## src/rtl/bin_to_bcd3_pkg.sv

```systemverilog
// -----------------------------------------------------------------------------
// bin_to_bcd3_pkg
//   Shared definitions for the sequential binary-to-BCD converter.
//   - state_e          : converter FSM encoding (IDLE / SHIFT / DONE)
//   - BCD_MAX          : largest value representable in three BCD digits
//   - BCD_DIGITS       : number of BCD output digits
//   - clog2()          : ceiling log2, used to size the iteration counter
//   - reduce_mod1000() : remainder modulo 1000 built from a short chain of
//                        constant compare/subtract stages (no divider)
// -----------------------------------------------------------------------------
package bin_to_bcd3_pkg;

    typedef enum logic [1:0] {
        ST_IDLE  = 2'd0,
        ST_SHIFT = 2'd1,
        ST_DONE  = 2'd2
    } state_e;

    localparam int BCD_MAX    = 999;
    localparam int BCD_DIGITS = 3;

    // Smallest r such that 2**r >= v (minimum 1 so a counter is never 0 wide).
    function automatic int clog2(input int v);
        int r;
        r = 1;
        for (int i = 1; i < 31; i++) begin
            if ((1 << i) < v) begin
                r = i + 1;
            end
        end
        return r;
    endfunction

    // Restoring-style remainder: subtract 1000*2^k for k = 6..0 whenever it
    // fits. 1000*64 = 64000 covers every 16-bit input, so after the chain the
    // residue is always below 1000 and fits in 10 bits.
    function automatic logic [9:0] reduce_mod1000(input logic [31:0] v);
        logic [31:0] r;
        r = v;
        for (int k = 6; k >= 0; k--) begin
            if (r >= (32'd1000 << k)) begin
                r = r - (32'd1000 << k);
            end
        end
        return r[9:0];
    endfunction

endpackage

```

## src/rtl/bin_to_bcd3_add3.sv

```systemverilog
// -----------------------------------------------------------------------------
// bcd_add3
//   Combinational double-dabble nibble corrector: a digit of 5 or more gets +3
//   so that the following left shift carries correctly into the next digit.
//   Ports:
//     in_i  [3:0]  BCD digit before correction
//     out_o [3:0]  corrected digit
// -----------------------------------------------------------------------------
module bcd_add3 (
    input  logic [3:0] in_i,
    output logic [3:0] out_o
);

    always_comb begin
        out_o = in_i;
        if (in_i >= 4'd5) begin
            out_o = in_i + 4'd3;
        end
    end

endmodule

```

## src/rtl/bin_to_bcd3.sv

```systemverilog
// -----------------------------------------------------------------------------
// bin_to_bcd3
//   Iterative binary-to-BCD converter (double-dabble, one bit per cycle).
//   Drives the three digit inputs of the multiplexed 7-segment LED driver.
//   Digits and ovf are only updated when a conversion completes, so the
//   display never sees intermediate shift states.
//   Parameters:
//     IN_W      width of bin (4..16)
//     SATURATE  1: inputs above 999 convert as 999; 0: convert modulo 1000.
//               Both modes set ovf for inputs above 999.
//   Ports:
//     clocksource  in   system clock, rising edge
//     reset        in   asynchronous active-high reset
//     start        in   conversion request (accepted in IDLE or DONE)
//     bin          in   unsigned value, captured when start is accepted
//     busy         out  high while shifting
//     done         out  one-cycle pulse, digits valid in the same cycle
//     ovf          out  last completed conversion exceeded 999
//     x0/x1/x2     out  ones / tens / hundreds BCD digits
//   Handshake: start is sampled on a rising edge only while busy=0; a start
//   seen while busy=1 is dropped, not queued. done=1 marks the one cycle in
//   which freshly converted digits first appear; busy and done never overlap.
// -----------------------------------------------------------------------------
module bin_to_bcd3
    import bin_to_bcd3_pkg::*;
#(
    parameter int IN_W     = 10,
    parameter int SATURATE = 1
) (
    input  logic            clocksource,
    input  logic            reset,
    input  logic            start,
    input  logic [IN_W-1:0] bin,
    output logic            busy,
    output logic            done,
    output logic            ovf,
    output logic [3:0]      x0,
    output logic [3:0]      x1,
    output logic [3:0]      x2
);

    localparam int CNT_W = clog2(IN_W + 1);

    state_e           state_q;
    logic [IN_W-1:0]  sr_q;
    logic [11:0]      bcd_q;
    logic [CNT_W-1:0] cnt_q;
    logic             ovf_pend_q;
    logic             busy_q;
    logic             done_q;
    logic             ovf_q;
    logic [3:0]       x0_q;
    logic [3:0]       x1_q;
    logic [3:0]       x2_q;

    // ---------------------------------------------------------------------
    // Input capture: out-of-range detection and single-cycle reduction
    // ---------------------------------------------------------------------
    logic [31:0]     bin_ext;
    logic            over;
    logic [9:0]      reduced;
    logic [IN_W-1:0] load_val;

    assign bin_ext  = 32'(bin);
    assign over     = (bin_ext > 32'(BCD_MAX));
    assign reduced  = (SATURATE != 0) ? 10'(BCD_MAX) : reduce_mod1000(bin_ext);
    // When over is set the reduced value is < 1000, which always fits in IN_W
    // because over can only be true for IN_W >= 10.
    assign load_val = over ? IN_W'(reduced) : bin;

    // ---------------------------------------------------------------------
    // One double-dabble iteration: correct every digit, then shift
    // {bcd, sr} left by one.
    // ---------------------------------------------------------------------
    logic [11:0]     bcd_adj;
    logic [11:0]     bcd_shift;
    logic [IN_W-1:0] sr_shift;
    logic            unused_carry;

    for (genvar g = 0; g < BCD_DIGITS; g++) begin : g_add3
        bcd_add3 u_add3 (
            .in_i  (bcd_q[4*g +: 4]),
            .out_o (bcd_adj[4*g +: 4])
        );
    end

    // Values never exceed 999, so the hundreds digit is at most 4 before its
    // final shift and the bit shifted out of the accumulator is always 0.
    assign bcd_shift    = {bcd_adj[10:0], sr_q[IN_W-1]};
    assign sr_shift     = {sr_q[IN_W-2:0], 1'b0};
    assign unused_carry = bcd_adj[11];

    logic last_iter;
    assign last_iter = (cnt_q == CNT_W'(IN_W - 1));

    // ---------------------------------------------------------------------
    // Control FSM with registered outputs
    // ---------------------------------------------------------------------
    always_ff @(posedge clocksource or posedge reset) begin
        if (reset) begin
            state_q    <= ST_IDLE;
            sr_q       <= '0;
            bcd_q      <= '0;
            cnt_q      <= '0;
            ovf_pend_q <= 1'b0;
            busy_q     <= 1'b0;
            done_q     <= 1'b0;
            ovf_q      <= 1'b0;
            x0_q       <= 4'h0;
            x1_q       <= 4'h0;
            x2_q       <= 4'h0;
        end else begin
            case (state_q)
                ST_IDLE, ST_DONE: begin
                    done_q <= 1'b0;
                    if (start) begin
                        sr_q       <= load_val;
                        bcd_q      <= '0;
                        cnt_q      <= '0;
                        ovf_pend_q <= over;
                        busy_q     <= 1'b1;
                        state_q    <= ST_SHIFT;
                    end else begin
                        state_q    <= ST_IDLE;
                    end
                end
                ST_SHIFT: begin
                    sr_q  <= sr_shift;
                    bcd_q <= bcd_shift;
                    cnt_q <= cnt_q + 1'b1;
                    if (last_iter) begin
                        // Publish the result on the same edge the last shift
                        // completes, so digits and done appear together.
                        x0_q    <= bcd_shift[3:0];
                        x1_q    <= bcd_shift[7:4];
                        x2_q    <= bcd_shift[11:8];
                        ovf_q   <= ovf_pend_q;
                        busy_q  <= 1'b0;
                        done_q  <= 1'b1;
                        state_q <= ST_DONE;
                    end
                end
                default: begin
                    busy_q  <= 1'b0;
                    done_q  <= 1'b0;
                    state_q <= ST_IDLE;
                end
            endcase
        end
    end

    assign busy = busy_q;
    assign done = done_q;
    assign ovf  = ovf_q;
    assign x0   = x0_q;
    assign x1   = x1_q;
    assign x2   = x2_q;

endmodule

```

## config.mk

```make
export PLATFORM = sky130hd
export DESIGN_NAME = bin_to_bcd3
export DESIGN_NICKNAME = d
export VERILOG_FILES = /design/src/rtl/bin_to_bcd3_pkg.sv /design/src/rtl/bin_to_bcd3_add3.sv /design/src/rtl/bin_to_bcd3.sv
export SDC_FILE = /design/constraint.sdc
export NUM_CORES = 1
export LEC_CHECK = 0
export CAP_MARGIN = 10
export CORE_UTILIZATION = 30
export DETAILED_ROUTE_END_ITERATION = 7
export GPL_TIMING_DRIVEN = 0
export PLACE_DENSITY = 0.55
export SYNTH_ARGS = -nofsm -noshare
export SYNTH_HDL_FRONTEND = slang
export SYNTH_SLANG_ARGS = --single-unit
```

## constraint.sdc

```tcl
create_clock -name clocksource -period 2.1 [get_ports clocksource]
set_input_delay 0.315 -clock clocksource [delete_from_list [all_inputs] [get_ports clocksource]]
set_output_delay 0.315 -clock clocksource [all_outputs]
set_load 0.01 [all_outputs]
```

==> flow_metrics.py, run 1 <==
metrics = {
    "final_layout": {
        "stdcell_count": 301,
        "nets": 244,
        "final_cell_mix": "dfrtp_1 (43), clkdlybuf4s50_1 (27), nand2_1 (24)",
        "antenna_cells": 0,
        "design_area_mm2": 0.00251,
        "drive_above_1_share_pct": 11.6,
        "finish.utilization_pct": 39.1,
        "syn_to_final_growth_pct": 24.8,
        "mostFrequentLayoutCell": "dfrtp_1",
    },
    "critical_path": {
        "worstPathArrival_ns": 1.96,
        "cp_cell_sequence": "nand2b_1 -> buf_6 -> nor3_4 -> mux2_2",
        "r2r_cells": 4,
        "r2r-start": "state_q[1]",
        "crit_fanout": 10,
        "cp-end-kind": "register",
        "cp-start-kind": "register",
        "path_delay_family": "simple AND/OR/NAND/NOR gates",
        "crit_cells": 4,
        "startpoint": "state_q[1]",
        "slowest_delay_ns": 0.50,
        "cp.required_ns": 2.29,
        "crit_buf_inv": 1,
        "critical_path_class": "reg2reg",
        "cp_slowest_cell": "nor3_4",
    },
    "place": {
        "numPortBuffers": 27,
        "placed_area_mm2": 0.00240,
        "placed_cells": 293,
        "hpwl_mm": 2.81,
        "gp_congestion": 0.744,
    },
    "timing": {
        "slew_headroom_pct": 61.1,
        "hold_viol": 0,
        "finalSetupViolations": 0,
        "rsz0062_at_grt": "no",
        "worst_slew_pin_slew_ns": 0.582,
        "fin_crit_ns": 1.77,
        "drv_slew": 0,
        "fmax_ghz": 0.565,
        "period_share_pct": 84.3,
        "fin_setup_tns_ns": 0,
        "clock_skew_ns": 0.00556,
        "worst_hold_slack_ns": 0.257,
    },
    "drt": {
        "wl_mm": 4.02,
        "final_antenna_net_count": 0,
        "drc": 4,
        "dr.pass1.iters": 6,
        "vias": 1470,
        "drtIter0Drc": 56,
        "detail_route.wl_per_cell_um": 13.3,
        "via_per_inst": 4.88,
    },
    "clock_tree": {
        "clkTransAtPathRegs_ns": 0.09,
        "post_cts_buffers": 0,
        "h-tree-depth": 2,
        "post_cts_resized": 0,
        "tritoncts": "yes",
        "root_buffer": "clkbuf_8",
        "clock-sinks": 43,
        "cts_hold_buffers": 0,
        "clockBufferDepth": 2,
        "cts_buffers": 5,
        "clock_latency_ns": 0.30,
    },
    "power": {
        "ir_drop_mv": 0.592,
        "cellPowerDensity_mw_per_mm2": 1520,
        "p_leak_nw": 1.11,
    },
    "synthesis": {
        "yosysWarnings": 0,
        "yosysUniqueCellTypes": 26,
        "syn_nets": 209,
        "synthesis.area_mm2": 0.00201,
        "syn-mean-instance-area_um2": 10.7,
        "yosys_register_bits": 43,
        "synthTopCellsByArea": "dfrtp_1 (54%), ha_1 (5.0%), mux2_2 (4.5%)",
        "synth-seq-area-share_pct": 53.5,
        "synth_top_area_share_pct": 53.5,
        "synth_largest_area_cell": "dfrtp_1",
        "synthCells": 188,
    },
    "global_routing": {
        "grt_first_pass_wirelength_mm": 6.91,
        "gr-usage-all-layers_pct": 12.5,
        "grt_start_max_net_pins": 35,
        "grt_pass1_vias": 1431,
        "overflow": 0,
        "grt_antenna_before_repair": 0,
    },
    "outcome": {
        "outcome": "finished, violations left",
        "violations": "DRC",
    },
    "floorplanning": {
        "die_x_um": 83.8,
        "std_cell_rows": 29,
        "ioPinCount": 28,
        "initial_core_util_pct": 31.3,
        "core_region_area_mm2": 0.00642,
        "chipHeight_um": 83.8,
        "die-area_mm2": 0.00703,
    },
    "hold_path": {
        "min_path_type": "in2async",
    },
    "flow_run": {
        "drv_cap": 0,
    },
}
per-layer routing:
metal  share of wire, %  global-route usage [%]
met1                 51                    17.0
met2                 44                    19.0
met3                3.3                    2.97
met4                1.4                    5.33
met5                  0                       0
worst reg2reg max path, delay by kind of cell, from the launching register on:
family                 cells  cell delay [ns]
muxes                      1             0.40
buffers and inverters      1             0.15
and+or+nand+nor            2             0.68
DFF                        1             0.43
cells in the mapped netlist:
master and number:
dfrtp_1 43, nand2_1 24, o21ai_0 16, a21oi_1 10
nor2_1 10, a22o_1 8, ha_1 8, inv_1 8
mux2_2 8, a22oi_1 7, nor3b_1 6, nand2b_1 5
nand3_1 5, a21oi_2 4, clkbuf_1 4, nor3_1 4
mux2i_1 3, xnor2_1 3, a21o_1 2, buf_6 2
nand4_1 2, nor2b_1 2, a221o_1 1, buf_2 1
mux2_1 1, nor3_4 1
sequential cells by signal (all words and copies together) (netlist names):
signal,count
x2,4
state_q,2
ovf_pend_q,1
busy,1
cnt_q,4
bcd_q,12
sr_q,10
x1,4
x0,4
ovf,1
kinds of logic (layout without fill, tap and decap cells):
family / count (synthesis) / in the layout / synth area share (%)
AND/OR/NAND/NOR: 59 / 59 / 14.4
flip-flops: 43 / 43 / 53.5
adder cells (fa/ha/maj): 8 / 8 / 4.98
buffers and inverters: 15 / 51 / 3.61
AO/OA/AOI/OAI: 48 / 48 / 15.6
multiplexers: 12 / 12 / 6.54
XOR/XNOR: 3 / 3 / 1.31
final timing paths:
path	endpoint	slack [ns]
max reg2reg	x1[1]	0.33
min	ovf	0.26
max in group asynchronous	sr_q[2]	1.40
max	x1[1]	0.33
min in group clocksource	sr_q[8]	0.49
min reg2reg	sr_q[8]	0.49
final cells by class:
type                            instances  area [um2]
Buffer                                  7        42.5
Multi-Input combinational cell        130         861
Timing Repair Buffer                   28         290
Clock buffer                            5        68.8
Clock inverter                          3        43.8
Tap cell                               77        96.3
Sequential cell                        43        1080
Fill cell                             644        3910
Inverter                                8        30.0
where the power goes:
| part | internal (W) | switching [W] |
|---|---|---|
| combinational | 0.000846 | 0.000817 |
| clock | 0.000354 | 0.000297 |
| sequential | 0.00120 | 0.000291 |
| total | 0.00240 | 0.00140 |
metrics by stage:
| stage | worst slack (ns) | total power, W |
|---|---|---|
| floorplan | 0.530 | 0.00260 |
| global placement | -0.204 | 0.00316 |
| detailed placement | 0.132 | 0.00319 |
| CTS | 0.294 | 0.00385 |
| global route | 0.215 | 0.00413 |
| finish | 0.329 | 0.00381 |
No activity file was read; power rests on OpenSTA's default activity.
==> run 2, diff against run 1 <==
--- a/config.mk
+++ b/config.mk
@@ -9,7 +9,7 @@
 export CORE_UTILIZATION = 30
 export DETAILED_ROUTE_END_ITERATION = 7
 export GPL_TIMING_DRIVEN = 0
-export PLACE_DENSITY = 0.55
+export PLACE_DENSITY = 0.57
 export SYNTH_ARGS = -nofsm -noshare
 export SYNTH_HDL_FRONTEND = slang
 export SYNTH_SLANG_ARGS = --single-unit
==> constraint.sdc (replaced) <==
create_clock -name clocksource -period 1.6 [get_ports clocksource]
set_input_delay 0.24 -clock clocksource [delete_from_list [all_inputs] [get_ports clocksource]]
set_output_delay 0.24 -clock clocksource [all_outputs]
set_load 0.01 [all_outputs]
==> flow_metrics.py, run 2 (same netlist as run 1, synthesis figures left out) <==
metrics = {
    "outcome": {
        "outcome": "finished, violations left",
        "violations": "DRC",
    },
    "timing": {
        "hold_viol": 0,
        "drv_slew": 0,
        "slew_headroom_pct": 72.0,
        "finalSetupViolations": 0,
        "fmax_ghz": 0.657,
        "worst_hold_slack_ns": 0.125,
        "fin_crit_ns": 1.52,
        "worst_slew_pin_slew_ns": 0.419,
        "rsz0062_at_grt": "yes",
        "period_share_pct": 95.2,
        "clock_skew_ns": 0.0117,
    },
    "flow_run": {
        "drv_cap": 0,
    },
    "final_layout": {
        "fillers": 623,
        "design_area_mm2": 0.00263,
        "final_cell_mix": "dfrtp_1 (41), clkdlybuf4s50_1 (27), nand2_1 (24)",
        "nets": 247,
        "reg_top3": "bcd_q: 12 flops, sr_q: 10 flops",
        "drive_above_1_share_pct": 18.9,
        "syn_to_final_growth_pct": 30.9,
        "stdcell_count": 304,
        "mostFrequentLayoutCell": "dfrtp_1",
        "top_register": "bcd_q",
        "largest_reg_flops": 12,
        "antenna_cells": 0,
    },
    "global_routing": {
        "grt_first_pass_wirelength_mm": 7.38,
        "grt_start_max_net_pins": 42,
        "overflow": 0,
        "grt_antenna_before_repair": 0,
        "gr-usage-all-layers_pct": 13.4,
        "grt_pass1_vias": 1507,
    },
    "clock_tree": {
        "cts_buffers": 5,
        "clockBufferDepth": 2,
        "clock_latency_ns": 0.30,
        "clkTransAtPathRegs_ns": 0.08,
        "root_buffer": "clkbuf_8",
        "tritoncts": "yes",
        "clock-sinks": 43,
        "h-tree-depth": 2,
    },
    "power": {
        "seq_power_share_pct": 36.4,
        "p_int_w": 0.00348,
        "power.total_w": 0.00542,
        "netSwitchingFraction_pct": 35.8,
        "cellPowerDensity_mw_per_mm2": 2060,
        "ir_drop_mv": 0.841,
        "p_leak_nw": 1.15,
        "p_comb_share_pct": 44.7,
        "p_clk_share_pct": 19.0,
        "power_switching_w": 0.00194,
    },
    "floorplanning": {
        "core_region_area_mm2": 0.00642,
        "chipHeight_um": 83.8,
        "ioPinCount": 28,
        "die-area_mm2": 0.00703,
        "std_cell_rows": 29,
        "initial_core_util_pct": 31.3,
        "die_x_um": 83.8,
    },
    "critical_path": {
        "cp.required_ns": 1.36,
        "r2r_end": "x1[1]",
        "cp-end-kind": "output port",
        "crit_end": "done",
        "critical_path_class": "reg2out",
        "slowest_delay_ns": 0.56,
        "startpoint": "state_q[1]",
        "cp_cell_sequence": "clkdlybuf4s50_1",
        "worstPathArrival_ns": 1.28,
        "cp_slowest_cell": "clkdlybuf4s50_1",
        "crit_buf_inv": 1,
        "crit_cells": 1,
        "path_delay_family": "buffers and inverters",
        "cp-start-kind": "register",
        "r2r_cells": 6,
        "r2r-start": "cnt_q[1]",
        "r2r_slack_ns": 0.08,
        "crit_fanout": 5,
    },
    "place": {
        "placed_cells": 293,
        "gp_congestion": 0.708,
        "numPortBuffers": 27,
        "placed_area_mm2": 0.00240,
        "hpwl_mm": 2.79,
    },
    "drt": {
        "drc": 4,
        "drtIter0Drc": 64,
        "dr.pass1.iters": 6,
        "wl_mm": 4.19,
        "via_per_inst": 4.96,
        "vias": 1508,
        "final_antenna_net_count": 0,
        "detail_route.wl_per_cell_um": 13.8,
    },
    "hold_path": {
        "min_path_type": "in2async",
    },
}
-- run 2: cell types whose count changed in the layout (fill, tap and decap cells not counted), moves of 3 or more --
cell      previous run  this run
a21oi_1             10         7
a21oi_2              4         7
clkbuf_1             4         1
ha_1                 8         5
ha_4                 0         3
-- run 2: worst min-delay path by stage --
stage                 start      end  slack [ns]  cells after the start
floorplan            bin[3]  sr_q[3]        0.36                      1
global placement    sr_q[8]  sr_q[8]        0.46                      2
detailed placement    reset    x2[0]        0.44                      2
CTS                   reset    x2[3]        0.12                      2
global route          reset    x2[0]        0.12                      2
finish                reset    x2[3]        0.13                      2
-- run 2: cell type report --
| cell class | instances | area [um2] | area share, % |
|---|---|---|---|
| tap | 77 | 96.3 | 3.66 |
| sequential | 43 | 1080 | 41.0 |
| clock buffer | 5 | 68.8 | 2.62 |
| multi-input combinational | 130 | 916 | 34.8 |
| clock inverter | 3 | 67.6 | 2.57 |
| timing repair buffer | 31 | 325 | 12.4 |
| buffer | 7 | 48.8 | 1.85 |
| inverter | 8 | 30.0 | 1.14 |
-- run 2: repair_timing --
item | 4_1_cts | 5_1_grt
gates cloned | 0 | 0
setup buffers | 1 | 2
resized for setup | 5 | 15
hold buffers | 0 | 0
pin swaps | 1 | 3
setup endpoints to repair | 29 | 14
-- run 2: metrics by stage --
stage               worst slack (ns)  TNS [ns]  util [%]
floorplan                     0.0300         0         -
global placement              -0.606    -32.97      37.0
detailed placement            -0.280     -7.19      37.3
CTS                           0.0183         0      40.0
global route                 -0.0320   -0.0366      41.0
finish                        0.0771         0      41.0
-- run 2: power by group through the flow --
| stage | logic, W | registers, W | clock network, W |
|---|---|---|---|
| after detailed placement | 0.00222 | 0.00198 | 0 |
| after global routing | 0.00273 | 0.00205 | 0.00110 |
| after CTS | 0.00227 | 0.00197 | 0.00105 |
| after global placement | 0.00217 | 0.00197 | 0 |
| final | 0.00242 | 0.00197 | 0.00103 |
| after floorplan | 0.00144 | 0.00198 | 0 |
-- run 2: routing by layer --
layer	GRT usage, %	routed length [um]
met5	0	0
met4	5.64	61
met3	3.17	128
met2	20.6	1910
met1	18.1	2090
==> run 3, diff against run 2 <==
--- a/config.mk
+++ b/config.mk
@@ -7,6 +7,7 @@
 export LEC_CHECK = 0
 export CAP_MARGIN = 10
 export CORE_UTILIZATION = 30
+export CTS_CLUSTER_DIAMETER = 30
 export DETAILED_ROUTE_END_ITERATION = 7
 export GPL_TIMING_DRIVEN = 0
 export PLACE_DENSITY = 0.57
==> results of run 3 <==
Same layout as run 2: the final DEF is identical, and so are final timing and power.
